**src/rtl/adc_spi_responder_if.sv**
```systemverilog
// SPI pin bundle between an ADC master (driver) and the responder.
// cs is active low; sclk idles low; dout_oe gates the pad driver.
interface adc_spi_responder_if;
  logic sclk;
  logic cs;
  logic din;
  logic dout;
  logic dout_oe;

  modport master (
    output sclk,
    output cs,
    output din,
    input  dout,
    input  dout_oe
  );

  modport slave (
    input  sclk,
    input  cs,
    input  din,
    output dout,
    output dout_oe
  );
endinterface

```
**src/rtl/adc_spi_responder.sv**
```systemverilog
// Emulates a 2-channel serial ADC on an SPI bus. sclk/cs/din are oversampled in the clk_i domain;
// no logic is clocked by sclk.
module adc_spi_responder #(
  parameter int unsigned DATA_W      = 10,
  parameter int unsigned SYNC_STAGES = 2
) (
  input  logic              clk_i,
  input  logic              rst_ni,
  adc_spi_responder_if.slave spi,
  input  logic [DATA_W-1:0] ch0_data_i,
  input  logic [DATA_W-1:0] ch1_data_i,
  output logic [DATA_W-1:0] conv_value_o,
  output logic [2:0]        conv_cfg_o,
  output logic              conv_done_o,
  output logic              frame_err_o
);

  localparam int unsigned IdxW = $clog2(DATA_W);

  typedef enum logic [2:0] {
    StIdle,
    StWaitStart,
    StCfg,
    StNull,
    StMsbOut,
    StLsbOut,
    StTrail
  } state_e;

  // Synchronizers and edge detection
  logic [SYNC_STAGES-1:0] sclk_sync_q, cs_sync_q, din_sync_q;
  logic                   sclk_prev_q, cs_prev_q;
  logic                   sclk_s, cs_s, din_s;
  logic                   sclk_rise, sclk_fall, cs_rise, cs_fall;

  always_ff @(posedge clk_i or negedge rst_ni) begin
    if (!rst_ni) begin
      sclk_sync_q <= '0;
      cs_sync_q   <= '1;
      din_sync_q  <= '0;
      sclk_prev_q <= 1'b0;
      cs_prev_q   <= 1'b1;
    end else begin
      sclk_sync_q <= {sclk_sync_q[SYNC_STAGES-2:0], spi.sclk};
      cs_sync_q   <= {cs_sync_q[SYNC_STAGES-2:0], spi.cs};
      din_sync_q  <= {din_sync_q[SYNC_STAGES-2:0], spi.din};
      sclk_prev_q <= sclk_sync_q[SYNC_STAGES-1];
      cs_prev_q   <= cs_sync_q[SYNC_STAGES-1];
    end
  end

  assign sclk_s    = sclk_sync_q[SYNC_STAGES-1];
  assign cs_s      = cs_sync_q[SYNC_STAGES-1];
  assign din_s     = din_sync_q[SYNC_STAGES-1];
  assign sclk_rise = sclk_s & ~sclk_prev_q;
  assign sclk_fall = ~sclk_s & sclk_prev_q;
  assign cs_rise   = cs_s & ~cs_prev_q;
  assign cs_fall   = ~cs_s & cs_prev_q;

  // Conversion value selection
  logic              sgl_q, sgl_d, odd_q, odd_d;
  logic [DATA_W:0]   diff_01, diff_10;
  logic [DATA_W-1:0] conv_sel;

  assign diff_01 = {1'b0, ch0_data_i} - {1'b0, ch1_data_i};
  assign diff_10 = {1'b0, ch1_data_i} - {1'b0, ch0_data_i};

  // Differential results saturate at zero: a borrow out of the extra bit means negative.
  always_comb begin
    conv_sel = '0;
    unique case ({sgl_q, odd_q})
      2'b10:   conv_sel = ch0_data_i;
      2'b11:   conv_sel = ch1_data_i;
      2'b00:   conv_sel = diff_01[DATA_W] ? '0 : diff_01[DATA_W-1:0];
      default: conv_sel = diff_10[DATA_W] ? '0 : diff_10[DATA_W-1:0];
    endcase
  end

  // Frame FSM
  state_e            state_q, state_d;
  logic [IdxW-1:0]   idx_q, idx_d;
  logic [1:0]        cfg_cnt_q, cfg_cnt_d;
  logic              dout_q, dout_d, oe_q, oe_d;
  logic [DATA_W-1:0] conv_value_q, conv_value_d;
  logic [2:0]        conv_cfg_q, conv_cfg_d;
  logic              conv_done_q, conv_done_d, frame_err_q, frame_err_d;

  always_ff @(posedge clk_i or negedge rst_ni) begin
    if (!rst_ni) begin
      state_q      <= StIdle;
      idx_q        <= '0;
      cfg_cnt_q    <= '0;
      sgl_q        <= 1'b0;
      odd_q        <= 1'b0;
      dout_q       <= 1'b0;
      oe_q         <= 1'b0;
      conv_value_q <= '0;
      conv_cfg_q   <= '0;
      conv_done_q  <= 1'b0;
      frame_err_q  <= 1'b0;
    end else begin
      state_q      <= state_d;
      idx_q        <= idx_d;
      cfg_cnt_q    <= cfg_cnt_d;
      sgl_q        <= sgl_d;
      odd_q        <= odd_d;
      dout_q       <= dout_d;
      oe_q         <= oe_d;
      conv_value_q <= conv_value_d;
      conv_cfg_q   <= conv_cfg_d;
      conv_done_q  <= conv_done_d;
      frame_err_q  <= frame_err_d;
    end
  end

  always_comb begin
    state_d      = state_q;
    idx_d        = idx_q;
    cfg_cnt_d    = cfg_cnt_q;
    sgl_d        = sgl_q;
    odd_d        = odd_q;
    dout_d       = dout_q;
    oe_d         = oe_q;
    conv_value_d = conv_value_q;
    conv_cfg_d   = conv_cfg_q;
    conv_done_d  = 1'b0;
    frame_err_d  = 1'b0;

    // cs rise overrides any sclk edge seen in the same cycle.
    if (cs_rise) begin
      state_d = StIdle;
      dout_d  = 1'b0;
      oe_d    = 1'b0;
      if (state_q == StCfg || state_q == StNull || state_q == StMsbOut) begin
        frame_err_d = 1'b1;
      end
    end else begin
      unique case (state_q)
        StIdle: begin
          if (cs_fall) state_d = StWaitStart;
        end
        StWaitStart: begin
          if (sclk_rise && din_s) begin
            state_d   = StCfg;
            cfg_cnt_d = '0;
          end
        end
        StCfg: begin
          if (sclk_rise) begin
            case (cfg_cnt_q)
              2'd0: begin
                sgl_d     = din_s;
                cfg_cnt_d = 2'd1;
              end
              2'd1: begin
                odd_d     = din_s;
                cfg_cnt_d = 2'd2;
              end
              default: begin
                conv_value_d = conv_sel;
                conv_cfg_d   = {sgl_q, odd_q, din_s};
                state_d      = StNull;
              end
            endcase
          end
        end
        StNull: begin
          if (sclk_fall) begin
            oe_d    = 1'b1;
            dout_d  = 1'b0;
            idx_d   = IdxW'(DATA_W - 1);
            state_d = StMsbOut;
          end
        end
        StMsbOut: begin
          if (sclk_fall) begin
            dout_d = conv_value_q[idx_q];
            if (idx_q == '0) begin
              conv_done_d = 1'b1;
              if (conv_cfg_q[0]) begin
                state_d = StTrail;
              end else begin
                state_d = StLsbOut;
                idx_d   = IdxW'(1);
              end
            end else begin
              idx_d = idx_q - IdxW'(1);
            end
          end
        end
        StLsbOut: begin
          if (sclk_fall) begin
            dout_d = conv_value_q[idx_q];
            if (idx_q == IdxW'(DATA_W - 1)) begin
              state_d = StTrail;
            end else begin
              idx_d = idx_q + IdxW'(1);
            end
          end
        end
        StTrail: begin
          if (sclk_fall) dout_d = 1'b0;
        end
        default: state_d = StIdle;
      endcase
    end
  end

  assign spi.dout     = dout_q;
  assign spi.dout_oe  = oe_q;
  assign conv_value_o = conv_value_q;
  assign conv_cfg_o   = conv_cfg_q;
  assign conv_done_o  = conv_done_q;
  assign frame_err_o  = frame_err_q;

endmodule

```
**src/flat_wrapper.sv**
```systemverilog
// flat-port wrapper written by rule: the top's interface ports become plain ports
module adc_spi_responder_flat 
#(
  parameter int unsigned DATA_W      = 10,
  parameter int unsigned SYNC_STAGES = 2
)
  (clk_i, rst_ni, ch0_data_i, ch1_data_i, conv_value_o, conv_cfg_o, conv_done_o, frame_err_o, spi_sclk, spi_cs, spi_din, spi_dout, spi_dout_oe);
  adc_spi_responder_if spi_i ();
  input  logic clk_i;
  input  logic rst_ni;
  input  logic [DATA_W-1:0] ch0_data_i;
  input  logic [DATA_W-1:0] ch1_data_i;
  output logic [DATA_W-1:0] conv_value_o;
  output logic [2:0] conv_cfg_o;
  output logic conv_done_o;
  output logic frame_err_o;
  input wire logic [$bits(spi_i.sclk)-1:0] spi_sclk;
  input wire logic [$bits(spi_i.cs)-1:0] spi_cs;
  input wire logic [$bits(spi_i.din)-1:0] spi_din;
  output wire logic [$bits(spi_i.dout)-1:0] spi_dout;
  output wire logic [$bits(spi_i.dout_oe)-1:0] spi_dout_oe;
  assign spi_i.sclk = spi_sclk;
  assign spi_i.cs = spi_cs;
  assign spi_i.din = spi_din;
  assign spi_dout = spi_i.dout;
  assign spi_dout_oe = spi_i.dout_oe;
  adc_spi_responder #(.DATA_W(DATA_W), .SYNC_STAGES(SYNC_STAGES)) u_core (.clk_i(clk_i), .rst_ni(rst_ni), .spi(spi_i), .ch0_data_i(ch0_data_i), .ch1_data_i(ch1_data_i), .conv_value_o(conv_value_o), .conv_cfg_o(conv_cfg_o), .conv_done_o(conv_done_o), .frame_err_o(frame_err_o));
endmodule
```
**config.mk**
```make
export PLATFORM = sky130hd
export DESIGN_NAME = adc_spi_responder_flat
export DESIGN_NICKNAME = d
export VERILOG_FILES = /design/src/rtl/adc_spi_responder_if.sv /design/src/rtl/adc_spi_responder.sv /design/src/flat_wrapper.sv
export SDC_FILE = /design/constraint.sdc
export NUM_CORES = 1
export LEC_CHECK = 0
export BUFFER_PORTS_ARGS = -buffer_cell sky130_fd_sc_hd__buf_2
export CELL_PAD_IN_SITES_DETAIL_PLACEMENT = 0
export CELL_PAD_IN_SITES_GLOBAL_PLACEMENT = 1
export CORE_MARGIN = 1
export CORE_UTILIZATION = 44
export CTS_CLUSTER_SIZE = 20
export DETAILED_ROUTE_END_ITERATION = 10
export PLACE_DENSITY_LB_ADDON = 0.1
export SLEW_MARGIN = 20
export SYNTH_ARGS = -nofsm -noshare
export SYNTH_HDL_FRONTEND = slang
export SYNTH_SLANG_ARGS = --single-unit
```
**constraint.sdc**
```tcl
create_clock -name clk_i -period 2.4 [get_ports clk_i]
set_input_delay 0.12 -clock clk_i [delete_from_list [all_inputs] [get_ports clk_i]]
set_output_delay 0.12 -clock clk_i [all_outputs]
set_load 0.03 [all_outputs]
```
==> run summary, run 1 <==
cell breakdown of the critical path -> buf_2, inv_1, ha_1, inv_1, fa_1, a21o_1, a221oi_4, o21ai_2, nor3b_2, a222oi_1, a21oi_1
status -> finished, final reports clean
Synth Flop Type -> dfrtp_1
Post-DRT Antenna Nets -> 0
count leader, synth -> nand2_1
Final period util -> 89.0%
DIE HEIGHT -> 85.4 um
netlist area before placement -> 3060 um2
largest vdd supply drop -> 0.256 mV
Comb power frac -> 47.8%
worst stage delay on the critical path -> 0.40 ns
CP delay by family, top -> compound AO/OA/AOI/OAI gates
top post-synthesis cells by count -> nand2_1, dfrtp_1, a21oi_1
FP Rows -> 30
diode count -> 0
Max stage delay cell, worst path -> a222oi_1
placed inst area -> 3340 um2
clk slew on worst S/H paths -> 0.07 ns
number of synthesized flops with an enable pin -> 0
routed length per instance -> 14.8 um
Reg-to-Reg End -> u_core.state_q[1]
Cells after Synth -> 352
CTS tree -> built
RSZ-0062 raised after global routing -> no
area of the core -> 6760 um2
layout cell share with drive strength beyond 1 -> 23.1%
asr flop ratio synth -> 100%
via count -> 2,703
Root Driver -> clkbuf_8
Yosys Warn Count -> 0
maximum fanout along the worst path -> 11
Initial Util -> 45.3%
critical path's most frequent cell -> inv_1
DR iter-0 viols -> 110
Mapped Avg Cell Area -> 8.69 um2
count of final setup violators -> 0
CTS Sinks -> 36
worst skew pair latency -> 0.29 ns
Worst Setup SP -> ch0_data_i[0]
fin nets -> 457
PortBufs -> 41
post-synth top area share -> 27.0%
largest net degree at the start of global routing -> 37
Worst Skew -> 0.00737 ns
vias in the first global route -> 2,626
CP Class -> primary input to register
Final WS setup -> 0.264 ns
Max Cap Viol -> 0
Final Hold Fails -> 0
internal power -> 1570 uW
Initial DRT Pass Iterations -> 4
Post-Syn Nets -> 403
DRC viols -> 0
part of the power in registers -> 32.2%
Peak Freq -> 0.468 GHz
dpl ws -> -0.0459 ns
r2r setup slk -> 0.30 ns
total wire length -> 7230 um
path depth of the worst reg2reg path -> 8
CP Buf/Inv Count -> 3
register area -> 905 um2
worst r2r src -> u_core.idx_q[1]
antenna violations before repair -> 0
Vias per Instance -> 5.55
clock share of power -> 20.0%
CP startpoint kind -> primary input
P_sw -> 1130 uW
Sw Ratio -> 41.9%
Max transition margin -> 46.4%
PostCTS Resize Cnt -> 0
Die ar. -> 7290 um2
Total GRT Usage -> 20.8%
multi-input logic area -> 1840 um2
H-tree Lvls -> 2
min Tclk post-route -> 2.14 ns
first-pass GRT wire length -> 12,100 um
post-synth cell types -> 61
Tot Pwr -> 2710 uW
Die X -> 85.4 um
post-DP HPWL -> 5580 um
GPL Wtd Cong -> 0.862
largest area contributor in the netlist -> dfrtp_1
Fillers -> 700
crit path to -> u_core.conv_value_o[3]
Slew @ Worst Pin -> 0.804 ns
I/O pins -> 42
Max clock buf depth -> 2
Syn-to-layout area delta -> 14.1%
Worst Hold Class -> primary input to register
final standard cell area without fillers -> 3490 um2
CTS Buf Count -> 5
top post-synthesis cells by area -> dfrtp_1, ha_1, a21oi_1, o21ai_0, nand2_1
Critical Path RT -> 2.57 ns
gr ovfl total -> 0
Crit path depth -> 11
Arr. time, crit path -> 2.31 ns
CP Capture Type -> register
WHS Path Cells -> 4
max-slew violations -> 0
Leak -> 0.00162 uW
post-synthesis sequential element count -> 36
register area share after synthesis -> 29.6%
Pwr Density -> 775 nW/um2
per-layer routing:
metal | up-vias | global-route usage [%] | part of all wire [%] | routed length (um)
li1 | 1348 | - | - | -
met1 | 1271 | 26.0 | 46 | 3320
met2 | 68 | 36.2 | 49 | 3510
met3 | 16 | 3.21 | 3.5 | 252
met4 | 0 | 7.73 | 2.0 | 147
met5 | - | 0 | 0 | 0
what timing repair did:
action,CTS,global route
hold buffers,4,0
endpoints found under the hold margin,36,0
buffers inserted,0,0
stage by stage:
stage | setup TNS (ns) | hold slack, ns | std cells | util (%)
after floorplan | 0 | -0.176 | 352 | -
after global placement | -1.36 | 0.227 | 475 | 49.3
after detailed placement | -0.0467 | 0.230 | 475 | 49.4
after CTS | 0 | 0.250 | 487 | 51.6
after global routing | 0 | 0.265 | 487 | 51.6
final | 0 | 0.250 | 487 | 51.6
flip-flops by register name, summed over array words and instances, names as in the netlist:
register	cells
u_core.din_sync_q	2
u_core.idx_q	4
u_core.spi.dout_oe	1
u_core.odd_q	1
u_core.conv_cfg_o	3
u_core.state_q	3
u_core.sclk_prev_q	1
u_core.cs_sync_q	2
u_core.sclk_sync_q	2
u_core.cfg_cnt_q	2
u_core.sgl_q	1
u_core.conv_done_o	1
u_core.cs_prev_q	1
u_core.conv_value_o	10
u_core.spi.dout	1
u_core.frame_err_o	1
worst reg2reg max path, stage by stage (launching register included):
cell	delay, ns
dfrtp_1	0.38
inv_1	0.11
ha_1	0.19
nor3b_2	0.26
nor3_1	0.12
a31oi_1	0.25
nand3_1	0.18
or3_1	0.38
a21oi_1	0.14
worst min path at each step:
stage	start	to	slack (ns)
floorplan	rst_ni	u_core.cfg_cnt_q[0]	-0.18
global placement	spi_cs	u_core.cs_sync_q[0]	0.23
detailed placement	spi_din	u_core.din_sync_q[0]	0.23
CTS	ch0_data_i[1]	u_core.conv_value_o[1]	0.25
global route	ch0_data_i[1]	u_core.conv_value_o[1]	0.27
finish	ch0_data_i[1]	u_core.conv_value_o[1]	0.25
cell type report:
type                            count  share of cell area [%]
Multi-Input combinational cell    265                    52.8
Tap cell                           80                    2.87
Inverter                           30                    3.23
Clock inverter                      3                    1.22
Clock buffer                        5                    1.97
Timing Repair Buffer               68                    12.0
Sequential cell                    36                    25.9
cells by family (layout without fill, tap and decap cells):
logic type / Yosys count / in the layout / share of synthesized area, %
compound gates: 108 / 108 / 23.7
xor+xnor: 14 / 14 / 4.01
fa+ha+maj: 26 / 26 / 11.1
buf+inv: 51 / 106 / 10.3
flops: 36 / 36 / 29.6
mux: 7 / 7 / 3.23
simple gates: 110 / 110 / 18.1
power groups by stage:
| stage | logic, uW | registers [uW] | clock network, uW |
|---|---|---|---|
| 2_1_floorplan | 911 | 944 | 0 |
| 3_3_place_gp | 1280 | 884 | 0 |
| 3_5_place_dp | 1280 | 888 | 0 |
| 4_1_cts | 1290 | 876 | 547 |
| 5_1_grt | 1430 | 896 | 566 |
| 6_report | 1290 | 872 | 540 |
cells in the final DEF (no fill, tap or decap), drive strengths merged, types with 3 or more instances in the layout:
| master | netlist | routed |
|---|---|---|
| or3 | 4 | 4 |
| o31ai | 3 | 3 |
| a32oi | 4 | 4 |
| inv | 30 | 30 |
| nand4 | 4 | 4 |
| dlygate4sd3 | 0 | 4 |
| xor2 | 5 | 5 |
| nand2 | 34 | 34 |
| a21boi | 4 | 4 |
| xnor2 | 9 | 9 |
| nand3 | 8 | 8 |
| dfstp | 3 | 3 |
| nand2b | 5 | 5 |
| nor3 | 5 | 5 |
| a21oi | 31 | 31 |
| and3 | 3 | 3 |
| o21ai | 30 | 30 |
| nor2b | 7 | 7 |
| a222oi | 4 | 4 |
| a31oi | 6 | 6 |
| o21a | 3 | 3 |
| dfrtp | 33 | 33 |
| buf | 12 | 64 |
| clkbuf | 9 | 5 |
| a21o | 8 | 8 |
| mux2 | 3 | 3 |
| nor2 | 29 | 29 |
| ha | 24 | 24 |
| nor3b | 4 | 4 |
(Power assumes the default switching activity.)
==> run 2, diff against run 1 <==
- RECOVER_POWER: not set -> 50
==> run 2 against run 1 <==
Compared with the run above:
- register-to-register slack about the same
- first-iteration DRC count is 14% higher
- routed wire length rose by 0.28%
- largest cell class unchanged
- clock skew hardly changed
- non-clock buffer count stayed put
- combinational power about the same
==> run summary, run 2 (synthesized netlist as in run 1, its figures left out) <==
most common cell after layout, fill and taps aside -> nand2_1
Total GRT Usage -> 20.8%
post-DP HPWL -> 5580 um
worst stage delay on the critical path -> 0.43 ns
DR iter-0 viols -> 125
Worst Skew -> 0.00768 ns
layout cell share with drive strength beyond 1 -> 18.7%
total wire length -> 7250 um
CTS tree -> built
area of the core -> 6760 um2
Post-DRT Antenna Nets -> 0
Max clock buf depth -> 2
Critical Path RT -> 2.57 ns
DRC viols -> 0
FP Rows -> 30
Peak Freq -> 0.460 GHz
clk slew on worst S/H paths -> 0.07 ns
count of final setup violators -> 0
largest net degree at the start of global routing -> 37
fin nets -> 457
Max Cap Viol -> 0
flip-flop count of the largest register after layout -> 10
Die X -> 85.4 um
Final Hold Fails -> 0
Initial Util -> 45.3%
Initial DRT Pass Iterations -> 4
min Tclk post-route -> 2.17 ns
Pwr Density -> 777 nW/um2
Vias per Instance -> 5.52
CTS Buf Count -> 5
Root Driver -> clkbuf_8
Slew @ Worst Pin -> 0.805 ns
vias in the first global route -> 2,626
DIE HEIGHT -> 85.4 um
Die ar. -> 7290 um2
CP Class -> primary input to register
GPL Wtd Cong -> 0.862
Final period util -> 90.5%
RSZ-0062 raised after global routing -> no
post-route insts no fill -> 487
CP startpoint kind -> primary input
Syn-to-layout area delta -> 13.4%
status -> finished, final reports clean
maximum fanout along the worst path -> 11
CP Capture Type -> register
gr ovfl total -> 0
max-slew violations -> 0
placed cells -> 475
first-pass GRT wire length -> 12,100 um
Max stage delay cell, worst path -> a222oi_1
largest vdd supply drop -> 0.256 mV
critical path's most frequent cell -> inv_1
antenna violations before repair -> 0
worst skew pair latency -> 0.29 ns
Max transition margin -> 46.3%
routed length per instance -> 14.9 um
diode count -> 0
most frequent cells in the layout -> nand2_1, dfrtp_1, a21oi_1
Fin Setup TNS -> 0 ns
PortBufs -> 41
cell breakdown of the critical path -> buf_2, inv_1, ha_1, inv_1, fa_1, a21o_1, a221oi_4, o21ai_2, nor3b_2, a222oi_1, a21oi_1
Hold WS -> 0.251 ns
I/O pins -> 42
Core Util, Final -> 51.3%
Worst Hold Class -> primary input to register
via count -> 2,688
H-tree Lvls -> 2
Arr. time, crit path -> 2.34 ns
PostCTS Resize Cnt -> 0
Leak -> 0.00157 uW
CTS Sinks -> 36
[run 2: cell count changes in the layout (fill, tap and decap cells not counted)]
cell,previous run,this run
dfstp_1,0,1
clkbuf_1,0,17
dfstp_2,3,2
buf_2,41,24
[run 2: worst paths after layout]
path / startpoint / endpoint / depth (start not counted) / slack (ns)
min: ch0_data_i[1] / u_core.conv_value_o[1] / 4 / 0.25
min in group asynchronous: rst_ni / u_core.idx_q[2] / 2 / 0.45
max in group asynchronous: rst_ni / u_core.odd_q / 2 / 1.44
max: ch0_data_i[0] / u_core.conv_value_o[3] / 11 / 0.23
max reg2reg: u_core.idx_q[1] / u_core.state_q[1] / 8 / 0.31
min reg2reg: u_core.din_sync_q[0] / u_core.din_sync_q[1] / 0 / 0.35
[run 2: report_power, final]
part	switching [uW]	internal, uW
clock	232	307
sequential	144	730
combinational	764	516
total	1140	1550
[run 2: per-layer routing]
layer | GRT usage [%] | share of wire, % | vias up | wire, um
met3 | 3.21 | 3.1 | 16 | 228
met2 | 36.2 | 48 | 55 | 3500
li1 | - | - | 1348 | -
met1 | 26.0 | 47 | 1269 | 3370
met4 | 7.73 | 2.0 | 0 | 147
met5 | 0 | 0 | - | 0
[run 2: per-stage QoR]
step	instance area, um2	worst slack, ns	total power, uW
2_1_floorplan	3060	0.276	1850
3_3_place_gp	3330	-0.189	2170
3_5_place_dp	3340	-0.0459	2170
4_1_cts	3490	0.250	2720
5_1_grt	3470	0.0581	2880
6_report	3470	0.227	2690
[run 2: worst max-delay path: cells and delay by family]
kind / cells / cell delay, ns
AO/OA/AOI/OAI: 5 / 1.18
adder cells (fa/ha/maj): 2 / 0.56
AND/OR/NAND/NOR: 1 / 0.24
buffers and inverters: 3 / 0.22
[run 2: timing repair]
action / in CTS / in global routing
hold buffers: 4 / 0
setup buffers: 0 / 0
hold endpoints to repair: 36 / 0
[run 2: cell type report]
type | instances | area [um2]
clock inverters | 3 | 42.5
clock buffers | 5 | 68.8
repair buffers | 68 | 397
fillers | 707 | 3290
flip-flops and latches | 36 | 905
well taps | 80 | 100
inverters | 30 | 113
multi-input cells | 265 | 1840
